File: src/rtl/fifo_pkg.sv
// Shared sizing helpers and read-mode encodings for the sync_fifo_ext family.
package fifo_pkg;

    localparam int FWFT_OFF = 0;
    localparam int FWFT_ON  = 1;

    function automatic int ptr_width(input int depth);
        return ($clog2(depth) < 1) ? 1 : $clog2(depth);
    endfunction

    function automatic int cnt_width(input int depth);
        return $clog2(depth + 1);
    endfunction

endpackage

File: src/rtl/fifo_mem.sv
// Simple dual-port storage: one write port, one read port that is either
// registered (with reset/hold) or asynchronous, chosen by REG_READ.
module fifo_mem #(
    parameter int WIDTH    = 32,
    parameter int DEPTH    = 8,
    parameter int AW       = 3,
    parameter int REG_READ = 1
) (
    input  logic             clk,
    input  logic             reset,
    input  logic             we,
    input  logic [AW-1:0]    waddr,
    input  logic [WIDTH-1:0] wdata,
    input  logic             re,
    input  logic [AW-1:0]    raddr,
    output logic [WIDTH-1:0] rdata
);

    logic [WIDTH-1:0] mem_q [DEPTH];
    logic [WIDTH-1:0] rdata_q;
    logic [WIDTH-1:0] rdata_d;

    // Storage is deliberately not reset; only the read register is.
    always_ff @(posedge clk) begin
        if (we) begin
            mem_q[waddr] <= wdata;
        end
    end

    always_comb begin
        rdata_d = rdata_q;
        if (reset) begin
            rdata_d = '0;
        end else if (re) begin
            rdata_d = mem_q[raddr];
        end
    end

    always_ff @(posedge clk) begin
        rdata_q <= rdata_d;
    end

    assign rdata = (REG_READ != 0) ? rdata_q : mem_q[raddr];

endmodule

File: src/rtl/sync_fifo_ext.sv
// Single-clock FIFO with count-based full/empty, programmable almost flags,
// overflow/underflow pulses and optional first-word-fall-through reads.
module sync_fifo_ext
    import fifo_pkg::*;
#(
    parameter int WIDTH    = 32,
    parameter int DEPTH    = 8,
    parameter int FWFT     = FWFT_OFF,
    parameter int AF_LEVEL = DEPTH - 1,
    parameter int AE_LEVEL = 1
) (
    input  logic                       clk,
    input  logic                       reset,
    input  logic                       write_en,
    input  logic [WIDTH-1:0]           data_in,
    input  logic                       read_en,
    output logic [WIDTH-1:0]           data_out,
    output logic                       data_valid,
    output logic                       full,
    output logic                       empty,
    output logic                       almost_full,
    output logic                       almost_empty,
    output logic [cnt_width(DEPTH)-1:0] count,
    output logic                       overflow,
    output logic                       underflow
);

    localparam int PW = ptr_width(DEPTH);
    localparam int CW = cnt_width(DEPTH);

    localparam logic [PW-1:0] PTR_LAST = PW'(DEPTH - 1);
    localparam logic [CW-1:0] CNT_FULL = CW'(DEPTH);
    localparam logic [CW-1:0] AF_CNT   = CW'(AF_LEVEL);
    localparam logic [CW-1:0] AE_CNT   = CW'(AE_LEVEL);

    logic [PW-1:0] wr_ptr_q, wr_ptr_d;
    logic [PW-1:0] rd_ptr_q, rd_ptr_d;
    logic [CW-1:0] count_q, count_d;
    logic          dv_q, dv_d;
    logic          ovf_q, ovf_d;
    logic          unf_q, unf_d;
    logic          wr_acc, rd_acc;
    logic [WIDTH-1:0] mem_rdata;

    assign full         = (count_q == CNT_FULL);
    assign empty        = (count_q == '0);
    assign almost_full  = (count_q >= AF_CNT);
    assign almost_empty = (count_q <= AE_CNT);
    assign count        = count_q;

    assign wr_acc = write_en & ~full;
    assign rd_acc = read_en & ~empty;

    always_comb begin
        wr_ptr_d = wr_ptr_q;
        rd_ptr_d = rd_ptr_q;
        count_d  = count_q;
        dv_d     = 1'b0;
        ovf_d    = 1'b0;
        unf_d    = 1'b0;
        if (reset) begin
            wr_ptr_d = '0;
            rd_ptr_d = '0;
            count_d  = '0;
        end else begin
            // Explicit wrap keeps non-power-of-two depths correct.
            if (wr_acc) begin
                wr_ptr_d = (wr_ptr_q == PTR_LAST) ? '0 : wr_ptr_q + PW'(1);
            end
            if (rd_acc) begin
                rd_ptr_d = (rd_ptr_q == PTR_LAST) ? '0 : rd_ptr_q + PW'(1);
            end
            case ({wr_acc, rd_acc})
                2'b10:   count_d = count_q + CW'(1);
                2'b01:   count_d = count_q - CW'(1);
                default: count_d = count_q;
            endcase
            dv_d  = rd_acc;
            ovf_d = write_en & full;
            unf_d = read_en & empty;
        end
    end

    always_ff @(posedge clk) begin
        wr_ptr_q <= wr_ptr_d;
        rd_ptr_q <= rd_ptr_d;
        count_q  <= count_d;
        dv_q     <= dv_d;
        ovf_q    <= ovf_d;
        unf_q    <= unf_d;
    end

    fifo_mem #(
        .WIDTH    (WIDTH),
        .DEPTH    (DEPTH),
        .AW       (PW),
        .REG_READ ((FWFT == FWFT_ON) ? 0 : 1)
    ) u_mem (
        .clk   (clk),
        .reset (reset),
        .we    (wr_acc & ~reset),
        .waddr (wr_ptr_q),
        .wdata (data_in),
        .re    (rd_acc),
        .raddr (rd_ptr_q),
        .rdata (mem_rdata)
    );

    assign data_out   = mem_rdata;
    assign data_valid = (FWFT == FWFT_ON) ? ~empty : dv_q;
    assign overflow   = ovf_q;
    assign underflow  = unf_q;

endmodule

File: config.mk
export PLATFORM = sky130hd
export DESIGN_NAME = sync_fifo_ext
export DESIGN_NICKNAME = d
export VERILOG_FILES = /design/src/rtl/fifo_pkg.sv /design/src/rtl/fifo_mem.sv /design/src/rtl/sync_fifo_ext.sv
export SDC_FILE = /design/constraint.sdc
export NUM_CORES = 1
export LEC_CHECK = 0
export CORE_AREA = 2 2 145 147
export DETAILED_ROUTE_END_ITERATION = 10
export DIE_AREA = 0 0 147 149
export PLACE_DENSITY = 0.85
export SETUP_SLACK_MARGIN = 0.2
export SYNTH_ARGS = -nofsm -noshare
export SYNTH_HDL_FRONTEND = slang
export SYNTH_SLANG_ARGS = --single-unit
export TNS_END_PERCENT = 20
File: constraint.sdc
create_clock -name clk -period 4.55 [get_ports clk]
set_input_delay 0.455 -clock clk [delete_from_list [all_inputs] [get_ports clk]]
set_output_delay 0.455 -clock clk [all_outputs]
set_load 0.01 [all_outputs]
==> results of run 1 <==
==> layer usage <==
metal | vias up | part of all wire, % | GRT usage [%]
li1 | 2880 | - | -
met3 | 35 | 4.8 | 2.72
met5 | - | 0 | 0
met1 | 3135 | 41 | 25.8
met2 | 186 | 52 | 36.8
met4 | 0 | 2.0 | 6.44
==> cells by family after synthesis <==
| family | count (synthesis) | synth area share [%] |
|---|---|---|
| DFF | 301 | 73.5 |
| AOI/OAI and AO/OA | 107 | 6.06 |
| xor gates and xnor gates | 3 | 0.225 |
| buffers and inverters | 47 | 2.61 |
| and+or+nand+nor | 110 | 5.68 |
| adders and majority gates | 8 | 0.857 |
| muxes | 129 | 11.1 |
==> worst reg2reg max path, cell delays in order, from the launching register on <==
cell	delay, ns
dfxtp_1	0.44
inv_1	0.08
ha_1	0.24
nand3b_1	0.19
inv_1	0.09
or3_4	0.44
nor2_4	0.87
==> state kept, by name (all words and copies together) (netlist names) <==
signal and cells:
overflow 1, underflow 1, count 4, data_valid 1, rd_ptr_q 3, u_mem.mem_q 256, u_mem.rdata 32, wr_ptr_q 3
==> metrics by stage <==
| step | power [µW] | hold slack (ns) | area [µm²] |
|---|---|---|---|
| 2_1_floorplan | 4380 | 0.475 | 11700 |
| 3_3_place_gp | 4790 | 0.489 | 12700 |
| 3_5_place_dp | 4850 | 0.492 | 12700 |
| 4_1_cts | 7330 | 0.257 | 13700 |
| 5_1_grt | 7570 | 0.295 | 13700 |
| 6_report | 7290 | 0.273 | 13700 |
==> how the worst max path moves through the flow <==
stage	start	to	slack (ns)	cells past startpoint
2_1_floorplan	count[0]$_SDFFE_PP0P_	u_mem.mem_q[0][0]$_DFFE_PP_	0.47	6
3_3_place_gp	write_en	u_mem.mem_q[2][24]$_DFFE_PP_	1.84	4
3_5_place_dp	write_en	u_mem.mem_q[2][28]$_DFFE_PP_	1.73	4
4_1_cts	count[0]$_SDFFE_PP0P_	u_mem.mem_q[2][3]$_DFFE_PP_	1.77	6
5_1_grt	count[0]$_SDFFE_PP0P_	count[3]$_SDFFE_PP0P_	1.63	10
6_report	count[0]$_SDFFE_PP0P_	u_mem.mem_q[2][27]$_DFFE_PP_	1.81	6
==> power by group <==
part | internal [µW] | switching [µW]
Clock | 1520 | 984
Combinational | 708 | 752
Sequential | 3160 | 170
Total | 5390 | 1910
==> Yosys cell counts, types with 3 or more instances <==
cell type    n
a21oi_1     38
nor2_1      46
buf_4        5
buf_2       15
nor3_1       9
edfxtp_1   256
clkbuf_1    10
a22oi_1     64
nand2b_1     3
or3_1        3
nor3_2      26
ha_1         8
dfxtp_1     45
buf_6        8
mux2i_1    129
inv_1        4
nand2_1      9
==> layout make-up <==
cell class,instances,area share [%]
multi-input combinational,357,20.8
inverter,5,0.137
tap,275,2.51
sequential,301,62.8
clock inverter,20,1.98
timing repair buffer,88,6.31
clock buffer,33,5.41
==> results_tabular.tex, run 1 <==
\begin{tabular}{lr}
\hline
Metric & Value \\
\hline
\multicolumn{2}{l}{\textbf{Cells and area}} \\
Net count of the finished layout & just over 800 \\
Commonest non-fill, non-tap cell in the layout & edfxtp\_1 \\
Fill count & approximately 1.4k \\
Number of diodes & 0 \\
Commonest cells after routing, fill and taps aside & 256 x edfxtp\_1, 129 x mux2i\_1, 77 x clkdlybuf4s50\_1 \\
Flip-flop and latch area & roughly 0.0086 mm² \\
Fraction of the core area covered by cells at the end of the flow & 66.6\% \\
Post-Layout Cell Count & around 1.1k \\
Ratio of cells with drive above 1 in the final layout & roughly an eighth \\
Combined area of the multi-input logic cells & about 0.0029 mm² \\
Area added between synthesis and finish & 17.1\% \\
\multicolumn{2}{l}{\textbf{Pwr}} \\
Total leakage power & 0.00439 µW \\
Power Density & 533 mW/mm² \\
Peak supply drop & 0.000359 V \\
\multicolumn{2}{l}{\textbf{Clock tree}} \\
PostCTS Resize Cnt & 0 \\
\# clock sinks & $\sim$300 \\
Max H-tree Level & 1 \\
TritonCTS clock tree & yes \\
Clock input transition at the sequential cells of the worst setup and hold paths & around 0.060 ns \\
Number of hold buffers added after CTS & 0 \\
Setup fix buffers added after clock tree synthesis & 0 \\
Clock root buffer master & clkbuf\_16 \\
Number of buffers on the longest clock path & 3 \\
Total clock buffers created by CTS & 29 \\
Clock latency of the later-clocked register in the worst-skew pair & $\sim$0.53 ns \\
\multicolumn{2}{l}{\textbf{Yosys}} \\
Sequential share of the synthesized area & about three quarters \\
Portion of synthesized cell area occupied by the leading cell type & 65.8\% \\
Synthesized instance count & just over 700 \\
Average cell area after synthesis & $\sim$17 µm² \\
Top area cells in the synthesized netlist & edfxtp\_1 66\%, mux2i\_1 11\%, dfxtp\_1 7.7\% \\
Post-synthesis async set-or-reset flop share & 0\% \\
Number of distinct library cells after synthesis & 39 \\
Count of synthesis-stage warnings from yosys & 0 \\
Synth Cell Area & between 0.01 and 0.015 mm² \\
Largest area contributor in the netlist & edfxtp\_1 \\
Commonest register cell after synthesis & edfxtp\_1 \\
Number of flops mapped to enable cells by yosys & $\sim$260 \\
Post-synthesis sequential element count & about 300 \\
Mapped Nets & between 700 and 800 \\
\multicolumn{2}{l}{\textbf{Placed design}} \\
Placement-stage worst setup slack & $\sim$1.7 ns \\
GP Congestion & approximately 0.74 \\
Cell Count Post-Placement & 1,026 \\
HPWL after DPL & $\sim$12,000 µm \\
Port buffer count & 78 \\
\multicolumn{2}{l}{\textbf{Worst setup path}} \\
Most numerous cell on the critical path & inv\_1 \\
Worst EP arrival & $\sim$2.9 ns \\
Endpoint type of the worst setup path & flop \\
Worst-path maximum fanout & 32 \\
RR Endpoint & u\_mem.mem\_q[2][27]\$\_DFFE\_PP\_ \\
Category of the most critical setup path & flop to flop \\
Reg2Reg Depth & 6 \\
Longest individual stage delay on the worst path & 0.86 ns \\
Crit path required time & 4.70 ns \\
FF-to-FF setup slack & 1.81 ns \\
Worst path cell trace & inv\_1, ha\_1, nand3b\_1, inv\_1, or3\_4, nor2\_4 \\
Total buffers and inverters traversed by the critical path & 2 \\
Delay-heaviest family, CP & simple AND/OR/NAND/NOR gates \\
Beginning of the worst register-to-register path & count[0]\$\_SDFFE\_PP0P\_ \\
Cell at the slowest stage of the critical path & nor2\_4 \\
Startpoint kind of the worst setup timing path & flop \\
\multicolumn{2}{l}{\textbf{STA}} \\
Peak clock frequency supported by timing & approximately 0.36 GHz \\
Count of final setup violators & 0 \\
Final count of hold timing violations & 0 \\
Worst slew margin & between 20 and 25\% \\
Worst-margin pin slew & around 1.1 ns \\
Final count of pins violating max slew & 0 \\
Crit share post-route & 60.3\% \\
Minimum clock period after layout & between 2 and 3 ns \\
RSZ-0062 raised after global routing & no \\
Clock tree skew after final layout & approximately 0.0073 ns \\
Final sum of negative setup slack & 0 ns \\
Setup slack after layout & $\sim$1.8 ns \\
\multicolumn{2}{l}{\textbf{Die}} \\
Die X & 147 µm \\
Count of boundary I/O pins & 79 \\
Total core area & 0.0206 mm² \\
Initial cell density of the core & between 50 and 60\% \\
Rows & 53 \\
Height of the chip & 149 µm \\
Total Die Area & around 0.022 mm² \\
\multicolumn{2}{l}{\textbf{Route}} \\
Drt pass-1 iters & 5 \\
DRC violation total after the first TritonRoute iteration & between 400 and 500 \\
Number of remaining DRC errors & 0 \\
Routed length per instance & around 20 µm \\
Detailed Route WL & around 22,000 µm \\
Remaining antenna violation count after routing & 0 \\
Via density per instance & 5.78 \\
Routed vias & slightly above 6k \\
\multicolumn{2}{l}{\textbf{Global route}} \\
Number of global-route vias before repair & around 6.4k \\
First-pass GRT wire length & about 34,000 µm \\
Global route overflow & 0 \\
Number of antenna violations at the first check in global routing & 0 \\
GRT Resource Usage Total & 20.3\% \\
Pin count of the biggest net entering global routing & 57 \\
\multicolumn{2}{l}{\textbf{Min path}} \\
Worst min-delay path category & primary input to flop \\
Cell depth of the worst hold path & 3 \\
Endpoint with the worst hold slack & overflow\$\_SDFF\_PP0\_ \\
Startpoint of the lowest-slack hold path & reset \\
\multicolumn{2}{l}{\textbf{Run status}} \\
Outcome & complete, no violations \\
\multicolumn{2}{l}{\textbf{Flow run}} \\
Maxcap violations & 0 \\
\hline
\end{tabular}
Power figures use the tool's default switching activity.
==> run 2, diff against run 1 <==
--- a/config.mk
+++ b/config.mk
@@ -5,10 +5,10 @@
 export SDC_FILE = /design/constraint.sdc
 export NUM_CORES = 1
 export LEC_CHECK = 0
-export CORE_AREA = 2 2 145 147
+export CORE_AREA = 2 2 152 154
 export DETAILED_ROUTE_END_ITERATION = 10
-export DIE_AREA = 0 0 147 149
-export PLACE_DENSITY = 0.85
+export DIE_AREA = 0 0 154 156
+export PLACE_DENSITY = 0.82
 export SETUP_SLACK_MARGIN = 0.2
 export SYNTH_ARGS = -nofsm -noshare
 export SYNTH_HDL_FRONTEND = slang
==> constraint.sdc (replaced) <==
create_clock -name clk -period 2.47 [get_ports clk]
set_input_delay 0.247 -clock clk [delete_from_list [all_inputs] [get_ports clk]]
set_output_delay 0.247 -clock clk [all_outputs]
set_load 0.01 [all_outputs]
==> run 2 against run 1 <==
Net effect: count of clock-buffer cells in the layout increased by 6; sequential share of layout area decreased by 0.91 points; first-iteration DRC count increased by 22%; critical path type is now flop to primary output.
==> results_tabular.tex, run 2 (synthesis gave the netlist of run 1 again) <==
\begin{tabular}{lr}
\hline
Metric & Value \\
\hline
\multicolumn{2}{l}{\textbf{Die}} \\
Total Die Area & between 0.02 and 0.025 mm² \\
Height of the chip & about 160 µm \\
Die X & approximately 150 µm \\
Rows & 55 \\
Total core area & 0.0224 mm² \\
Count of boundary I/O pins & approximately 80 \\
Initial cell density of the core & $\sim$52\% \\
\multicolumn{2}{l}{\textbf{Route}} \\
DRC violation total after the first TritonRoute iteration & 496 \\
Routed vias & $\sim$6.3k \\
Via density per instance & approximately 5.7 \\
Drt pass-1 iters & 5 \\
Routed length per instance & $\sim$20 µm \\
Detailed Route WL & between 20,000 and 25,000 µm \\
Number of remaining DRC errors & 0 \\
Remaining antenna violation count after routing & 0 \\
\multicolumn{2}{l}{\textbf{Cells and area}} \\
Net count of the finished layout & 840 \\
Ratio of cells with drive above 1 in the final layout & between 15 and 20\% \\
Number of diodes & 0 \\
Commonest non-fill, non-tap cell in the layout & edfxtp\_1 \\
Fill count & about 1.5k \\
Area added between synthesis and finish & 18.9\% \\
Most flops, register & u\_mem.mem\_q \\
Flip-flop count of the largest register after layout & roughly 260 \\
Fraction of the core area covered by cells at the end of the flow & 62.1\% \\
Commonest cells after routing, fill and taps aside & 256 x edfxtp\_1, 129 x mux2i\_1, 76 x clkdlybuf4s50\_1 \\
\multicolumn{2}{l}{\textbf{Global route}} \\
Number of global-route vias before repair & $\sim$6.6k \\
First-pass GRT wire length & roughly 35,000 µm \\
Pin count of the biggest net entering global routing & 45 \\
GRT Resource Usage Total & 18.7\% \\
Global route overflow & 0 \\
Number of antenna violations at the first check in global routing & 0 \\
\multicolumn{2}{l}{\textbf{Worst setup path}} \\
Worst EP arrival & about 1.9 ns \\
Worst path cell trace & inv\_2, ha\_4, nand3b\_1, inv\_2, clkdlybuf4s50\_1 \\
Worst-path maximum fanout & 5 \\
Startpoint kind of the worst setup timing path & flop \\
Most numerous cell on the critical path & inv\_2 \\
Crit path required time & between 2 and 2.5 ns \\
Cell at the slowest stage of the critical path & clkdlybuf4s50\_1 \\
Total buffers and inverters traversed by the critical path & 3 \\
Longest individual stage delay on the worst path & $\sim$0.54 ns \\
Delay-heaviest family, CP & buffers and inverters \\
Category of the most critical setup path & flop to primary output \\
Endpoint type of the worst setup path & primary output \\
\multicolumn{2}{l}{\textbf{Clock tree}} \\
Number of buffers on the longest clock path & 3 \\
Max H-tree Level & 1 \\
\# clock sinks & roughly 300 \\
Total clock buffers created by CTS & 29 \\
Clock root buffer master & clkbuf\_16 \\
Clock latency of the later-clocked register in the worst-skew pair & 0.53 ns \\
Number of hold buffers added after CTS & 0 \\
Clock input transition at the sequential cells of the worst setup and hold paths & approximately 0.06 ns \\
TritonCTS clock tree & yes \\
\multicolumn{2}{l}{\textbf{STA}} \\
RSZ-0062 raised after global routing & no \\
Worst slew margin & between 50\% and 60\% \\
Minimum clock period after layout & 2.17 ns \\
Clock tree skew after final layout & between 0.01 and 0.015 ns \\
Peak clock frequency supported by timing & 0.460 GHz \\
Count of final setup violators & 0 \\
Final count of hold timing violations & 0 \\
Final count of pins violating max slew & 0 \\
Final sum of negative setup slack & 0 ns \\
Setup slack after layout & roughly 0.3 ns \\
Worst-margin pin slew & between 0.7 and 0.8 ns \\
Crit share post-route & 87.9\% \\
\multicolumn{2}{l}{\textbf{Run status}} \\
Outcome & complete, no violations \\
\multicolumn{2}{l}{\textbf{Placed design}} \\
HPWL after DPL & between 10,000 and 15,000 µm \\
Placement-stage worst setup slack & around 0.27 ns \\
GP Congestion & just over 0.7 \\
Port buffer count & about 80 \\
\multicolumn{2}{l}{\textbf{Min path}} \\
Worst min-delay path category & primary input to flop \\
\multicolumn{2}{l}{\textbf{Pwr}} \\
Power Density & roughly 950 mW/mm² \\
Peak supply drop & approximately 0.0011 V \\
Total leakage power & 0.00445 µW \\
\multicolumn{2}{l}{\textbf{Flow run}} \\
Maxcap violations & 0 \\
\hline
\end{tabular}
==> run 2: changes by cell type in the layout (fill, tap and decap cells not counted), sizes merged <==
cell / delta
clkinvlp: -2
clkbuf: +6
dlygate4sd2: +1
clkdlybuf4s50: -1
clkinv: -1
bufinv: -3
buf: +14
==> run 2: worst register-to-register path: stages, from the launching register on <==
cell and delay [ns]:
dfxtp_4 0.39, inv_2 0.05, ha_4 0.16, or3b_4 0.25, nand2_4 0.05, inv_2 0.05
ha_2 0.21, or4b_1 0.44, a21oi_1 0.19, xnor2_1 0.13, nor2_1 0.05
==> run 2: power breakdown <==
part / switching, µW / total [µW] / internal (µW)
Sequential: 180 / 6010 / 5830
Clock: 1760 / 4320 / 2560
Combinational: 1550 / 2930 / 1380
==> run 2: final timing paths <==
path                                              startpoint                      endpoint  slack, ns  depth (start not counted)
worst max-delay path                   count[1]$_SDFFE_PP0P_                          full       0.30                          5
worst min-delay path                                   reset           overflow$_SDFF_PP0_       0.05                          3
worst max register to register         count[0]$_SDFFE_PP0P_         count[3]$_SDFFE_PP0P_       0.36                         10
worst min register to register  u_mem.rdata[10]$_SDFFE_PP0P_  u_mem.rdata[10]$_SDFFE_PP0P_       0.49                          2
==> run 2: per-stage QoR <==
stage               instance area [µm²]  power, µW  hold WS (ns)  cells
finish                            13900      13300        0.0525   1103
global route                      13900      13800        0.0509   1103
CTS                               13900      13400        0.0354   1102
detailed placement                12900       9060         0.489   1049
global placement                  12900       8980         0.488   1049
floorplan                         11800       8100         0.346    705
==> run 2: routing by layer <==
metal	wire length (µm)	GRT usage, %	up-vias	part of all wire, %
li1	-	-	2920	-
met1	9300	23.3	3142	41
met2	11500	33.2	186	51
met3	1320	3.64	39	5.9
met4	441	6.05	0	2.0
met5	0	0	-	0
==> run 2: timing repair <==
action | CTS | global route
endpoints found under the setup margin | 1 | 2
resized for setup | 1 | 2
pin swaps | 0 | 0
setup buffers | 0 | 1
gates cloned | 0 | 0
==> run 2: area by class of cell <==
class	instances	area [µm²]	area share (%)
Inverter	5	18.8	0.135
Multi-Input combinational cell	357	2880	20.8
Timing Repair Buffer	102	1090	7.86
Sequential cell	301	8600	61.9
Tap cell	285	357	2.57
Clock inverter	14	151	1.09
Clock buffer	39	793	5.71
==> run 3, diff against run 2 <==
--- a/config.mk
+++ b/config.mk
@@ -5,9 +5,9 @@
 export SDC_FILE = /design/constraint.sdc
 export NUM_CORES = 1
 export LEC_CHECK = 0
-export CORE_AREA = 2 2 152 154
+export CORE_AREA = 4 4 154 156
 export DETAILED_ROUTE_END_ITERATION = 10
-export DIE_AREA = 0 0 154 156
+export DIE_AREA = 0 0 158 160
 export PLACE_DENSITY = 0.82
 export SETUP_SLACK_MARGIN = 0.2
 export SYNTH_ARGS = -nofsm -noshare
==> run 3 against run 2 <==
Net effect: sequential share of layout area is 0.38 points higher; sequential power is 2% higher; power is 2.9% lower; combinational power is 3% lower; flip-flop and latch count stayed put; critical endpoint unchanged.
==> results_tabular.tex, run 3 (synthesis gave the netlist of run 1 again) <==
\begin{tabular}{lr}
\hline
Metric & Value \\
\hline
\multicolumn{2}{l}{\textbf{Worst setup path}} \\
Worst-path maximum fanout & 5 \\
Worst EP arrival & 1.95 ns \\
Worst setup path endpoint & full \\
Crit path required time & roughly 2.2 ns \\
Worst path cell trace & inv\_2, ha\_4, nand3b\_1, inv\_2, clkdlybuf4s50\_1 \\
RR Endpoint & u\_mem.mem\_q[0][21]\$\_DFFE\_PP\_ \\
Most numerous cell on the critical path & inv\_2 \\
Timing startpoint of the critical path & count[1]\$\_SDFFE\_PP0P\_ \\
Cell at the slowest stage of the critical path & clkdlybuf4s50\_1 \\
Endpoint type of the worst setup path & primary output \\
Reg2Reg Depth & 8 \\
Category of the most critical setup path & flop to primary output \\
FF-to-FF setup slack & 0.31 ns \\
Longest individual stage delay on the worst path & 0.54 ns \\
Startpoint kind of the worst setup timing path & flop \\
Beginning of the worst register-to-register path & count[0]\$\_SDFFE\_PP0P\_ \\
\multicolumn{2}{l}{\textbf{Cells and area}} \\
Commonest non-fill, non-tap cell in the layout & edfxtp\_1 \\
Fill count & roughly 1.6k \\
Ratio of cells with drive above 1 in the final layout & between 10\% and 20\% \\
Area added between synthesis and finish & 18.2\% \\
Commonest cells after routing, fill and taps aside & 256 x edfxtp\_1, 129 x mux2i\_1, 76 x clkdlybuf4s50\_1 \\
Net count of the finished layout & $\sim$840 \\
Number of diodes & 0 \\
Most flops, register & u\_mem.mem\_q \\
Flip-flop count of the largest register after layout & around 260 \\
Fraction of the core area covered by cells at the end of the flow & $\sim$62\% \\
\multicolumn{2}{l}{\textbf{Global route}} \\
Number of antenna violations at the first check in global routing & 0 \\
Number of global-route vias before repair & 6,456 \\
First-pass GRT wire length & between 30,000 and 40,000 µm \\
Pin count of the biggest net entering global routing & 50 \\
Global route overflow & 0 \\
GRT Resource Usage Total & 17.5\% \\
\multicolumn{2}{l}{\textbf{Route}} \\
DRC violation total after the first TritonRoute iteration & about 470 \\
Remaining antenna violation count after routing & 0 \\
Routed vias & about 6.2k \\
Detailed Route WL & 22,200 µm \\
Via density per instance & about 5.6 \\
Number of remaining DRC errors & 0 \\
Drt pass-1 iters & 5 \\
Routed length per instance & a little over 20 µm \\
\multicolumn{2}{l}{\textbf{Die}} \\
Height of the chip & about 160 µm \\
Rows & 55 \\
Total Die Area & 0.0253 mm² \\
Die X & 158 µm \\
Initial cell density of the core & a little over half \\
Total core area & 0.0224 mm² \\
Count of boundary I/O pins & 79 \\
\multicolumn{2}{l}{\textbf{STA}} \\
Minimum clock period after layout & approximately 2.2 ns \\
Final count of pins violating max slew & 0 \\
Final count of hold timing violations & 0 \\
Count of final setup violators & 0 \\
Crit share post-route & about nine tenths \\
Worst hold margin & around 0.045 ns \\
Worst-margin pin slew & 0.895 ns \\
Clock tree skew after final layout & 0.0147 ns \\
Setup slack after layout & $\sim$0.27 ns \\
Worst slew margin & about 40\% \\
RSZ-0062 raised after global routing & yes \\
Peak clock frequency supported by timing & roughly 0.45 GHz \\
Final sum of negative setup slack & 0 ns \\
\multicolumn{2}{l}{\textbf{Pwr}} \\
Power Density & around 930 mW/mm² \\
Peak supply drop & roughly 0.001 V \\
Total leakage power & 0.00442 µW \\
Total power draw & between 10,000 and 15,000 µW \\
\multicolumn{2}{l}{\textbf{Clock tree}} \\
Number of buffers on the longest clock path & 3 \\
Number of hold buffers added after CTS & 0 \\
Total clock buffers created by CTS & 28 \\
\# clock sinks & about 300 \\
Max H-tree Level & 1 \\
Clock root buffer master & clkbuf\_16 \\
TritonCTS clock tree & yes \\
Clock latency of the later-clocked register in the worst-skew pair & 0.54 ns \\
Clock input transition at the sequential cells of the worst setup and hold paths & around 0.060 ns \\
\multicolumn{2}{l}{\textbf{Placed design}} \\
Placement-stage worst setup slack & around 0.3 ns \\
HPWL after DPL & between 10,000 and 15,000 µm \\
Port buffer count & 78 \\
GP Congestion & between 0.7 and 0.8 \\
\multicolumn{2}{l}{\textbf{Min path}} \\
Worst min-delay path category & primary input to flop \\
\multicolumn{2}{l}{\textbf{Run status}} \\
Outcome & complete, no violations \\
\multicolumn{2}{l}{\textbf{Flow run}} \\
Maxcap violations & 0 \\
\hline
\end{tabular}
[run 3: worst min-delay path by stage]
stage,startpoint,end,slack [ns],depth (start not counted)
2_1_floorplan,data_in[0],u_mem.mem_q[0][0]$_DFFE_PP_,0.35,0
4_1_cts,reset,overflow$_SDFF_PP0_,0.03,3
3_5_place_dp,u_mem.rdata[8]$_SDFFE_PP0P_,u_mem.rdata[8]$_SDFFE_PP0P_,0.49,2
5_1_grt,reset,overflow$_SDFF_PP0_,0.07,3
6_report,reset,overflow$_SDFF_PP0_,0.04,3
3_3_place_gp,u_mem.rdata[7]$_SDFFE_PP0P_,u_mem.rdata[7]$_SDFFE_PP0P_,0.49,2
[run 3: per-stage QoR]
stage               instances  cell area, µm²
floorplan                 705           11800
global placement         1053           13000
detailed placement       1053           13000
CTS                      1105           13800
global route             1106           13800
finish                   1106           13800
[run 3: where the power goes]
part / internal, µW / leakage [µW] / total [µW] / switching, µW
logic: 1400 / 0.00133 / 2840 / 1430
clock network: 2150 / 0.000408 / 3900 / 1750
registers: 5830 / 0.00268 / 6140 / 311
total: 9390 / 0.00442 / 12900 / 3490
[run 3: area by class of cell]
cell class	count	area (µm²)	area share (%)
tap	285	357	2.58
clock inverter	14	70.1	0.507
clock buffer	38	759	5.50
sequential	301	8600	62.3
multi-input combinational	357	2880	20.9
inverter	5	18.8	0.136
timing repair buffer	106	1120	8.13
[run 3: timing repair]
action,CTS,global route
buffers inserted,0,1
setup endpoints to repair,1,2
gates cloned,0,0
gates resized for setup,1,2
[run 3: critical path, delay by kind of cell (launching register included)]
family,cells,cell delay (ns)
flops,1,0.36
simple gates,1,0.18
fa+ha+maj,1,0.15
buf+inv,3,0.74
[run 3: metal layers]
metal / vias to the layer above / routed length [µm] / part of all wire [%] / global-route usage, %
li1: 2925 / - / - / -
met1: 3116 / 9240 / 42 / 22.6
met2: 164 / 11400 / 51 / 30.2
met3: 29 / 1270 / 5.7 / 3.50
met4: 0 / 333 / 1.5 / 4.61
met5: - / 0 / 0 / 0
